## src/rtl/sha256_pkg.sv

```systemverilog
// ============================================================================
// sha256_pkg : shared SHA-256 front-end types and constants
// Rev 1.0
// ============================================================================
`default_nettype none

package sha256_pkg;

    localparam int SHA256_BLOCK_W     = 512;
    localparam int SHA256_WORD_W      = 32;
    localparam int SHA256_LEN_FIELD_W = 64;

    localparam logic [SHA256_WORD_W-1:0] PAD_MARKER = 32'h8000_0000;

    typedef enum logic [1:0] {
        ST_FILL = 2'd0,
        ST_LEN  = 2'd1,
        ST_EMIT = 2'd2
    } pad_state_t;

endpackage

`default_nettype wire

```

## src/rtl/sha256_last_word_mask.sv

```systemverilog
// ============================================================================
// sha256_last_word_mask : keeps the top n bytes of the final word, appends 0x80
// Rev 1.0
// ============================================================================
`default_nettype none

module sha256_last_word_mask
    import sha256_pkg::*;
(
    input  logic [SHA256_WORD_W-1:0] data,
    input  logic [2:0]               nbytes,
    output logic [SHA256_WORD_W-1:0] word,
    output logic                     full
);

    always_comb begin
        word = '0;
        full = (nbytes >= 3'd4);
        for (int i = 0; i < 4; i++) begin
            if (3'(i) < nbytes) begin
                word[31-8*i -: 8] = data[31-8*i -: 8];
            end else if (3'(i) == nbytes) begin
                word[31-8*i -: 8] = 8'h80;
            end
        end
    end

endmodule

`default_nettype wire

```

## src/rtl/sha256_msg_pad.sv

```systemverilog
// ============================================================================
// sha256_msg_pad : packs a 32-bit word stream into padded 512-bit SHA-256 blocks
// Rev 1.0
// ============================================================================
`default_nettype none

module sha256_msg_pad
    import sha256_pkg::*;
#(
    parameter int LEN_W = 64
) (
    input  logic                      clk,
    input  logic                      rst_n,
    input  logic                      s_valid,
    output logic                      s_ready,
    input  logic [SHA256_WORD_W-1:0]  s_data,
    input  logic                      s_last,
    input  logic [2:0]                s_nbytes,
    output logic [SHA256_BLOCK_W-1:0] m_block,
    output logic                      m_valid,
    input  logic                      m_ready,
    output logic                      m_first,
    output logic                      m_last,
    output logic                      busy
);

    pad_state_t r_state;
    pad_state_t w_state_nxt;

    logic [SHA256_WORD_W-1:0]      r_buf [16];
    logic [4:0]                    r_widx;
    logic [LEN_W-1:0]              r_len;
    logic                          r_first;
    logic                          r_mark_pend;
    logic                          r_last;
    logic                          r_pad_cont;

    logic                          w_accept;
    logic [SHA256_WORD_W-1:0]      w_last_word;
    logic                          w_last_full;
    logic [2:0]                    w_nclamp;
    logic                          w_mark_here;
    logic [4:0]                    w_p_after;
    logic                          w_len_fits;
    logic [SHA256_LEN_FIELD_W-1:0] w_len64;

    sha256_last_word_mask u_mask (
        .data   (s_data),
        .nbytes (s_nbytes),
        .word   (w_last_word),
        .full   (w_last_full)
    );

    assign w_accept    = s_valid && s_ready;
    assign w_nclamp    = (s_nbytes > 3'd4) ? 3'd4 : s_nbytes;
    // r_widx doubles as the next-free-word pointer once the last word is in
    assign w_mark_here = r_mark_pend && (r_widx <= 5'd15);
    assign w_p_after   = r_widx + {4'b0, w_mark_here};
    assign w_len_fits  = (w_p_after <= 5'd14);

    always_comb begin
        w_len64 = '0;
        w_len64[LEN_W-1:0] = r_len;
    end

    always_ff @(posedge clk or negedge rst_n) begin
        if (!rst_n) r_state <= ST_FILL;
        else        r_state <= w_state_nxt;
    end

    always_comb begin
        w_state_nxt = r_state;
        s_ready     = 1'b0;
        m_valid     = 1'b0;
        case (r_state)
            ST_FILL: begin
                s_ready = 1'b1;
                if (w_accept) begin
                    if (s_last)                  w_state_nxt = ST_LEN;
                    else if (r_widx == 5'd15)    w_state_nxt = ST_EMIT;
                end
            end
            ST_LEN:  w_state_nxt = ST_EMIT;
            ST_EMIT: begin
                m_valid = 1'b1;
                if (m_ready) w_state_nxt = r_pad_cont ? ST_LEN : ST_FILL;
            end
            default: w_state_nxt = ST_FILL;
        endcase
    end

    always_ff @(posedge clk or negedge rst_n) begin
        if (!rst_n) begin
            for (int i = 0; i < 16; i++) r_buf[i] <= '0;
            r_widx      <= '0;
            r_len       <= '0;
            r_first     <= 1'b1;
            r_mark_pend <= 1'b0;
            r_last      <= 1'b0;
            r_pad_cont  <= 1'b0;
        end else begin
            case (r_state)
                ST_FILL: begin
                    if (w_accept) begin
                        r_widx <= r_widx + 5'd1;
                        if (s_last) begin
                            r_buf[r_widx[3:0]] <= w_last_word;
                            r_len              <= r_len + (LEN_W'(w_nclamp) << 3);
                            r_mark_pend        <= w_last_full;
                        end else begin
                            r_buf[r_widx[3:0]] <= s_data;
                            r_len              <= r_len + LEN_W'(32);
                        end
                    end
                end
                ST_LEN: begin
                    if (w_mark_here) begin
                        r_buf[r_widx[3:0]] <= PAD_MARKER;
                        r_mark_pend        <= 1'b0;
                    end
                    r_widx <= w_p_after;
                    if (w_len_fits) begin
                        r_buf[14]  <= w_len64[63:32];
                        r_buf[15]  <= w_len64[31:0];
                        r_last     <= 1'b1;
                        r_pad_cont <= 1'b0;
                    end else begin
                        r_last     <= 1'b0;
                        r_pad_cont <= 1'b1;
                    end
                end
                ST_EMIT: begin
                    if (m_ready) begin
                        for (int i = 0; i < 16; i++) r_buf[i] <= '0;
                        r_widx     <= '0;
                        r_first    <= r_last;
                        r_last     <= 1'b0;
                        r_pad_cont <= 1'b0;
                        if (r_last) r_len <= '0;
                    end
                end
                default: ;
            endcase
        end
    end

    for (genvar g = 0; g < 16; g++) begin : g_flat
        assign m_block[SHA256_BLOCK_W-1-SHA256_WORD_W*g -: SHA256_WORD_W] = r_buf[g];
    end

    assign m_first = r_first;
    assign m_last  = r_last;
    assign busy    = !((r_state == ST_FILL) && (r_widx == 5'd0) && r_first);

endmodule

`default_nettype wire

```

## config.mk

```make
export PLATFORM = sky130hd
export DESIGN_NAME = sha256_msg_pad
export DESIGN_NICKNAME = d
export VERILOG_FILES = /design/src/rtl/sha256_pkg.sv /design/src/rtl/sha256_last_word_mask.sv /design/src/rtl/sha256_msg_pad.sv
export SDC_FILE = /design/constraint.sdc
export NUM_CORES = 1
export LEC_CHECK = 0
export CAP_MARGIN = 30
export CORE_MARGIN = 10
export CORE_UTILIZATION = 50
export CTS_CLUSTER_DIAMETER = 200
export DETAILED_ROUTE_END_ITERATION = 8
export HOLD_SLACK_MARGIN = 0.15
export PLACE_DENSITY = 0.79
export SYNTH_ARGS = -nofsm -noshare
export SYNTH_HDL_FRONTEND = slang
export SYNTH_HIERARCHICAL = 1
export SYNTH_SLANG_ARGS = --single-unit
```

## constraint.sdc

```tcl
create_clock -name clk -period 9.4 [get_ports clk]
set_clock_uncertainty 0.2 [all_clocks]
set_input_delay 1.41 -clock clk [delete_from_list [all_inputs] [get_ports clk]]
set_output_delay 1.41 -clock clk [all_outputs]
set_load 0.02 [all_outputs]
```

### After elaboration in Yosys (flattened, before gate mapping)

Index checks and enable logic that the tools add are counted.

* mux-type cells: 44
* bitwise gates (word level): 4
* equal/unequal tests: 13
* reductions and logical operators: 21
* order comparisons: 10
* add/sub/neg operators: 4

Operator list (count)
* $mux W512: 4
* $pmux W512 S3: 1
* $bwmux W512: 2
* $and A496 B496 Y496: 1
* $not A496 Y496: 1
* $mux W64: 5
* $demux W32 S4: 1
* $pmux W64 S2: 1
* $add A64 B6 Y64: 1
* $add A64 B6 Y64 const B: 1
* $mux W8: 8
* $mux W32: 1
* $or A16 B16 Y16: 1
* $reduce_and A4 Y1: 4
* $pmux W5 S3: 1
* $le A5 B4 Y1 const B: 2
* $mux W5: 2
* $ne A2 B2 Y1 const B: 5
* $mux W1: 9
* $mux W2: 4
* $eq A2 B3 Y1 const A: 2
* $lt A1 B3 Y1 const A: 2
* $lt A2 B3 Y1 const A: 2
* $ne A3 B3 Y1 const B: 2
* 23 further kinds: 33

* output and inout bits: 517
* flip-flop bits (word level): 587
* bits of input ports: 40
* word-level logic and storage cells: 119

### Longest topological paths before layout

Gate-level depths: netlist of run 1.

* depth in word-level cells: 10
* gate-level depth with buffers: 17
* gate-level depth less buffers: 14

### Cells and area by module

The synthesis of run 1 kept the hierarchy.

By module, submodules not included
* sha256_msg_pad: instances 1, seq. area each 14615.3 sq um, cells an instance 2478, area an instance 24805.0 sq um
* sha256_last_word_mask: instances 1, seq. area each 0.0 sq um, cells an instance 40, area an instance 284.0 sq um

### Worst setup path after synthesis of run 1

Ideal clock, no wire load.

* kind: flip-flop to flip-flop
* start: register r_widx[2]
* end: register r_buf, in the netlist m_block[33]
* data required time: 9066 ps
* clock period less this slack: 3923 ps
* data arrival time: 3589 ps
* buffers on the path: 3
* setup time: 134 ps
* setup slack: 5477 ps
* cell stages (with the launch flop): 18
* cells stage by stage: dfrtp_1 -> and2_1 -> clkbuf_1 -> nand2_1 -> inv_1 -> ha_1 -> o21ai_1 -> inv_1 -> ha_1 -> ha_1 -> nand3b_1 -> mux2_2 -> or3_1 -> buf_2 -> clkbuf_1 -> a22o_1 -> a22oi_1 -> o21ai_0

* longest elaborated chain between the ends: 10
* elaborated cells on any way between the ends: 21
* classes of those cells: add/sub (1); order compare (4); eq/ne (1); mux (9); bitwise (3); reduce/logical (3)

Ends and longest elaborated chain
* start, declared: RTL line sha256_msg_pad.sv:31 `logic [4:0] r_widx;`
* start signal, assigned: RTL line sha256_msg_pad.sv:105 `r_widx <= r_widx + 5'd1;`
* start signal, assigned: RTL line sha256_msg_pad.sv:121 `r_widx <= w_p_after;`
* parallel branches: the longest is 10 deep, another holds $le A5 B4 Y1
* end signal, assigned by index: RTL line sha256_msg_pad.sv:107 `r_buf[r_widx[3:0]] <= w_last_word;`
* end signal, assigned by index: RTL line sha256_msg_pad.sv:111 `r_buf[r_widx[3:0]] <= s_data;`
* end, declared: RTL line sha256_msg_pad.sv:30 `logic [SHA256_WORD_W-1:0] r_buf [16];`

Several ways; the timed one is not identified. The select of a mux whose other input is x is not followed.
A chain may end at the register's enable or synchronous reset.

### Worst setup path after layout of run 1

* start: register r_widx[1]
* end: register r_buf, in the netlist m_block[56]

The elaborated chain is that of the path after synthesis.

==> results of run 1 <==
power by group through the flow:
stage,logic [mW],registers (mW),clock network [mW]
global route,5.20,3.65,2.53
CTS,4.89,3.58,2.42
floorplan,1.71,4.26,0
finish,4.92,3.59,2.40
global placement,4.70,3.59,0
detailed placement,4.87,3.62,0
cells by family (layout without fill, tap and decap cells):
kind of cell	after synthesis	count (layout)	share of synthesized area
AOI/OAI and AO/OA	735	735	0.168
muxes	39	39	0.0159
buffers and inverters	261	746	0.0405
DFF	584	584	0.583
adders and majority gates	16	16	0.00828
and+or+nand+nor	835	835	0.168
xor gates and xnor gates	48	48	0.0168
flip-flops by register name, summed over array words and instances, names as in the netlist:
register     cells
r_widx           5
r_len           61
r_state          2
m_block        512
m_last           1
r_mark_pend      1
r_pad_cont       1
m_first          1
synthesized netlist by cell type (all sizes together), types with 6 or more instances:
cell type,n,share of area
buf,60,0.010
nor4,9,0.0031
nor3,22,0.0053
o21ai,541,0.11
and3,16,0.0040
nor2b,24,0.0060
dfrtp,583,0.58
or2,33,0.0082
a22o,8,0.0028
a21oi,32,0.0067
clkbuf,180,0.027
nand4,25,0.0062
o22a,61,0.021
xor2,27,0.0094
ha,15,0.0075
inv,21,0.0031
nand2b,6,0.0015
a22oi,59,0.018
xnor2,21,0.0073
and2b,7,0.0024
and2,15,0.0037
or3,12,0.0030
nand2,139,0.021
nand3,446,0.089
mux2i,36,0.014
nor2,69,0.011
metal layers:
| layer | up-vias | routed length, um |
|---|---|---|
| li1 | 9859 | - |
| met1 | 11065 | 35800 |
| met2 | 1189 | 45100 |
| met3 | 220 | 9220 |
| met4 | 0 | 4890 |
| met5 | - | 0 |
layout make-up:
cell class              count  area [sq um]
fillers                  3816         16500
flip-flops and latches    584         14600
multi-input cells        1673          9570
repair buffers            620          6280
clock buffers              83          1740
well taps                 672           841
clock inverters            22           267
inverters                  21          78.8
worst max-delay path by stage:
stage	startpoint	to	slack [ns]	depth (start not counted)
floorplan	r_widx[2]	m_block[33]	5.48	17
global placement	s_nbytes[2]	r_len[59]	3.87	11
detailed placement	s_nbytes[2]	r_len[55]	3.78	11
CTS	r_widx[1]	m_block[49]	3.79	16
global route	r_widx[2]	m_block[50]	3.40	16
finish	r_widx[1]	m_block[56]	3.76	16
worst max-delay path, stage by stage, from the launching register on:
cell and delay (ns):
dfrtp_1 0.48, ha_1 0.42, nand2_1 0.14, buf_4 0.38
inv_1 0.23, ha_1 0.28, o21ai_1 0.37, inv_1 0.09
ha_1 0.24, ha_1 0.29, nand3b_1 0.19, mux2_2 0.33
or3_2 0.42, buf_4 0.37, o221ai_4 0.28, buf_4 0.51
o21ai_0 0.20
through the flow:
stage	setup WS [ns]	cell area, sq um	cells
floorplan	5.48	25100	2518
global placement	3.87	31100	3558
detailed placement	3.78	31300	3567
CTS	3.79	33300	3672
global route	3.40	33400	3675
finish	3.76	33400	3675
==> summary.md, run 1 <==
| Metric | Value |
|---|---|
| Sequential power share | `0.329` |
| Post-CTS Setup Bufs | `0` |
| Port buffer count | `556` |
| Power Dens Cells | `327 nW/um^2` |
| Largest net degree at the start of global routing | `about 250` |
| Mean post-synth cell area | `9.96 sq um` |
| Synth cell types | `66` |
| Initial antenna violation count | `0` |
| CTS Buf Count | `58` |
| Combinational Power Share | `0.451` |
| CTS clock-pin slew for the worst setup and hold paths | `0.06 ns` |
| #FFs+latches synth | `584` |
| Sw power | `4.70 mW` |
| First-pass GRT wire length | `141000 um` |
| Crit path time final | `5.64 ns` |
| Most frequent cells in the layout | `dfrtp_1, clkdlybuf4s50_1, o21ai_0, nand3_1, nand2_1` |
| Gr busiest metal | `met2` |
| Post-Syn Instances | `2518` |
| Met3 Usage GRT | `0.0694` |
| Seq/Total Area, Yosys | `0.583` |
| FMAX | `177 MHz` |
| Rows | `82` |
| Clk buf depth | `3` |
| Outcome | `completed` |
| Die area | `59500 sq um` |
| Post-DRT Antenna Nets | `0` |
| Met2 GRT Util | `0.495` |
| Post-layout util | `0.670` |
| Die X | `244 um` |
| Top_reg_cell synth | `dfrtp_1` |
| Total of max-cap violations | `0` |
| Fin. max-slew vios | `0` |
| Synthesis-to-layout area growth | `33.1%` |
| Min-Delay Endpoint | `m_block[355]` |
| Hold Path Depth | `2` |
| Worst r2r dst | `m_block[56]` |
| Clk root buf | `clkbuf_16` |
| Final Power | `around 11 mW` |
| CORE AREA | `about 50000 sq um` |
| Most common cell after layout, fill and taps aside | `dfrtp_1` |
| Post_cts resized | `0` |
| Gr ovfl total | `0` |
| CTS tree | `done` |
| Crit path DAT | `between 5 and 6 ns` |
| # setup viols final | `0` |
| Max_slew headroom | `0.0650` |
| Final worst-path cycle share | `0.600` |
| Worst IR Drop VDD | `about 0.37 mV` |
| Worst setup path category | `reg2reg` |
| Yosys warns | `6` |
| WL/cell | `between 20 and 30 um` |
| Tot GR Track Use | `0.307` |
| P_leak | `13.9 nW` |
| Initial DRC Count | `2575` |
| Final Hold Vio Count | `0` |
| Via density per instance | `6.08` |
| Die Ht | `244 um` |
| R2R setup slack | `roughly 3.8 ns` |
| DRT Pass-1 Iters | `5` |
| Asr flop ratio synth | `1.00` |
| Tightest Pin Transition | `approximately 1.4 ns` |
| Worst skew pair latency | `0.63 ns` |
| Worst Hold Class | `reg2reg` |
| Crit start category | `flop` |
| M1 GR Usage | `0.386` |
| # DRC | `0` |
| CTS Hold Bufs | `0` |
| ANT cells | `0` |
| Clock network fraction of total power | `0.220` |
| Mapped cell area | `around 25000 sq um` |
| CP endpoint kind | `flop` |
| Number of global-route vias before repair | `between 20k and 25k` |
| Internal power | `6.21 mW` |
| H-tree lvl count | `2` |
| Final Hold Slack | `0.280 ns` |
| Via count | `approximately 22k` |
| Critical Path RT | `just under 10 ns` |
| Post-synth net total | `between 2k and 3k` |
| DP HPWL | `65900 um` |
| TNS Setup | `0 ns` |
| IO Count | `between 500 and 600` |
| RSZ-0062 raised after global routing | `false` |
| R2r worst-path depth | `16` |
| Placer Congestion | `roughly 0.96` |
| Layout Nets | `3014` |
| Post-synth EDFFs | `0` |
| Hold Startpoint | `m_block[355]` |
| Sw frac | `0.431` |
| Total Wirelength | `95000 um` |
| Crit Path Max Fanout | `65` |
| Layout cells sized above 1 | `0.0699` |
| Initial Util | `0.503` |
| Clock Sink Count | `584` |
| RR Startpoint | `r_widx[1]` |
(Power assumes the default switching activity.)
==> inputs of run 2 (changes only) <==
==> constraint.sdc (replaced) <==
create_clock -name clk -period 5.3 [get_ports clk]
set_clock_uncertainty 0.2 [all_clocks]
set_input_delay 0.795 -clock clk [delete_from_list [all_inputs] [get_ports clk]]
set_output_delay 0.795 -clock clk [all_outputs]
set_load 0.02 [all_outputs]
==> run 2 against run 1 <==
Utilization about the same. Sequential cell count unchanged. Largest cell class unchanged. Largest power group unchanged. Non-clock buffer count up 9. Final cell count up 0.49%. Worst setup slack worse by 3.0 ns. Highest routed layer unchanged.
==> summary.md, run 2 (synthesis gave the netlist of run 1 again) <==
| Metric | Value |
|---|---|
| Outcome | `completed` |
| P_leak | `14.0 nW (about the same)` |
| Internal power | `11.0 mW (+78%)` |
| Worst setup path category | `reg2reg` |
| Power Dens Cells | `581 nW/um^2 (+78%)` |
| Number of flip-flops under the largest register name | `512 (unchanged)` |
| IO Count | `557 (unchanged)` |
| # setup viols final | `0 (unchanged)` |
| CTS Buf Count | `59 (+1.7%)` |
| Crit path time final | `4.59 ns (-1.05 ns)` |
| Met3 Usage GRT | `0.0790 (+0.00959)` |
| Hold Startpoint | `m_block[353]` |
| Fin. max-slew vios | `0 (unchanged)` |
| Via count | `22.7k (+1.7%)` |
| Number of global-route vias before repair | `22.1k (+2.6%)` |
| Post-layout util | `0.670 (about the same)` |
| Total of max-cap violations | `0 (unchanged)` |
| TNS Setup | `0 ns (unchanged)` |
| Largest net degree at the start of global routing | `109 (-57%)` |
| First-pass GRT wire length | `144000 um (+1.9%)` |
| Filler cell count in the final layout | `3825 (+0.24%)` |
| Met2 GRT Util | `0.497 (+0.00156)` |
| Layout Nets | `3024 (+0.33%)` |
| Worst r2r dst | `m_block[63]` |
| R2r worst-path depth | `15 (-1)` |
| RSZ-0062 raised after global routing | `false` |
| Critical Path RT | `5.64 ns (-4.03 ns)` |
| Total Wirelength | `96300 um (+1.3%)` |
| FMAX | `218 MHz (+23%)` |
| Layout cells sized above 1 | `0.0703 (+0.000338)` |
| R2R setup slack | `0.71 ns (-3.05 ns)` |
| M1 GR Usage | `0.386 (about the same)` |
| # DRC | `0 (unchanged)` |
| Worst setup margin | `0.715 ns (-3.05 ns)` |
| RR Startpoint | `r_widx[2]` |
| Rows | `82 (unchanged)` |
| Most frequent cells in the layout | `dfrtp_1, clkdlybuf4s50_1, o21ai_0, nand3_1, nand2_1` |
| Hold Path Depth | `2 (unchanged)` |
| Critical path startpoint | `r_widx[2]` |
| Pre-CTS setup slack | `0.804 ns (-2.98 ns)` |
| WL/cell | `26.1 um (+0.85%)` |
| Final worst-path cycle share | `0.865 (+0.266)` |
| DP HPWL | `67100 um (+1.9%)` |
| Post-CTS Setup Bufs | `0 (unchanged)` |
| Final Hold Vio Count | `0 (unchanged)` |
| Die area | `59500 sq um (unchanged)` |
| CORE AREA | `49900 sq um (unchanged)` |
| Sw frac | `0.431 (+0.000693)` |
| Clock network fraction of total power | `0.222 (+0.002)` |
| Crit start category | `flop` |
| CP endpoint kind | `flop` |
| Min-Delay Endpoint | `m_block[353]` |
| Worst IR Drop VDD | `0.354 mV (-3.2%)` |
| Placer Congestion | `0.947 (-1.0%)` |
| Gr ovfl total | `0 (unchanged)` |
| Initial DRC Count | `2597 (+0.85%)` |
| Clk root buf | `clkbuf_16` |
| Sw power | `8.38 mW (+78%)` |
| Initial Util | `0.503 (unchanged)` |
| Die Ht | `244 um (unchanged)` |
| Crit path DAT | `4.93 ns (-0.97 ns)` |
| Crit Path Max Fanout | `60 (-7.7%)` |
| Tightest Pin Transition | `1.07 ns (-0.330 ns)` |
| Post-DRT Antenna Nets | `0 (unchanged)` |
| CTS tree | `done` |
| Worst skew pair latency | `0.63 ns (about the same)` |
| Post_cts resized | `0 (unchanged)` |
| Clock Sink Count | `584 (unchanged)` |
| Max_slew headroom | `0.285 (+0.220)` |
| H-tree lvl count | `2 (unchanged)` |
| Final non-filler cell total | `3693 (+0.49%)` |
| Die X | `244 um (unchanged)` |
| Port buffer count | `556 (unchanged)` |
| Tot GR Track Use | `0.312 (+0.00535)` |
| Initial antenna violation count | `4 (+4)` |
| Most common cell after layout, fill and taps aside | `dfrtp_1` |
| Synthesis-to-layout area growth | `33.1% (about the same)` |
| Sequential power share | `0.329 (about the same)` |
| DRT Pass-1 Iters | `5 (unchanged)` |
| Combinational Power Share | `0.449 (-0.002)` |
| Final Power | `19.4 mW (+78%)` |
| Gr busiest metal | `met2` |
| Worst Hold Class | `reg2reg` |
| Via density per instance | `6.15 (+1.2%)` |
| CTS clock-pin slew for the worst setup and hold paths | `0.06 ns (about the same)` |
| Clk buf depth | `3 (unchanged)` |
| Placed cells | `3577 (+0.28%)` |
## run 2: stage by stage
stage | cell area [sq um] | hold WS (ns)
4_1_cts | 33400 | 0.286
3_3_place_gp | 31200 | 0.259
3_5_place_dp | 31400 | 0.273
2_1_floorplan | 25100 | 0.283
5_1_grt | 33400 | 0.305
6_report | 33400 | 0.283
## run 2: critical path, stage by stage, from the launching register on
cell and delay, ns:
dfrtp_1 0.51, and2_1 0.24, nand2_1 0.10, inv_1 0.12, ha_1 0.24, o21ai_1 0.34
inv_1 0.09, ha_1 0.23, ha_1 0.27, nand3b_1 0.19, mux2_2 0.33, or3_2 0.55
buf_4 0.40, o22a_1 0.32, o22a_1 0.20, o21ai_0 0.14
## run 2: worst max-delay path by stage
stage	end	depth (start not counted)
6_report	m_block[63]	15
5_1_grt	m_block[32]	14
4_1_cts	m_block[63]	15
3_5_place_dp	m_block[63]	15
3_3_place_gp	m_block[63]	15
2_1_floorplan	m_block[33]	17
## run 2: area by class of cell
class / instances / area (sq um) / share of cell area
Clock inverter: 22 / 278 / 0.00832
Timing Repair Buffer: 629 / 6300 / 0.189
Tap cell: 672 / 841 / 0.0252
Clock buffer: 88 / 1710 / 0.0511
Inverter: 21 / 78.8 / 0.00236
Antenna cell: 4 / 10.0 / 0.000300
Sequential cell: 584 / 14600 / 0.438
Multi-Input combinational cell: 1673 / 9570 / 0.287
## run 2: metal layers
layer  wire (um)  vias to the layer above
met1       36000                    11179
li1            -                     9900
met5           0                        -
met3        9720                      274
met2       44700                     1353
met4        5870                        0
## run 2: what timing repair did
| item | 4_1_cts | 5_1_grt |
|---|---|---|
| endpoints found under the setup margin | 0 | 0 |
| hold buffers | 1 | 0 |
| hold endpoints to repair | 96 | 0 |
## run 2: power groups by stage
stage                     logic [mW]  registers, mW  clock network (mW)
after floorplan                 3.03           7.55                   0
after global placement          8.39           6.38                   0
after detailed placement        8.62           6.43                   0
after CTS                       8.67           6.36                4.35
after global routing            9.21           6.50                4.53
final                           8.72           6.39                4.32
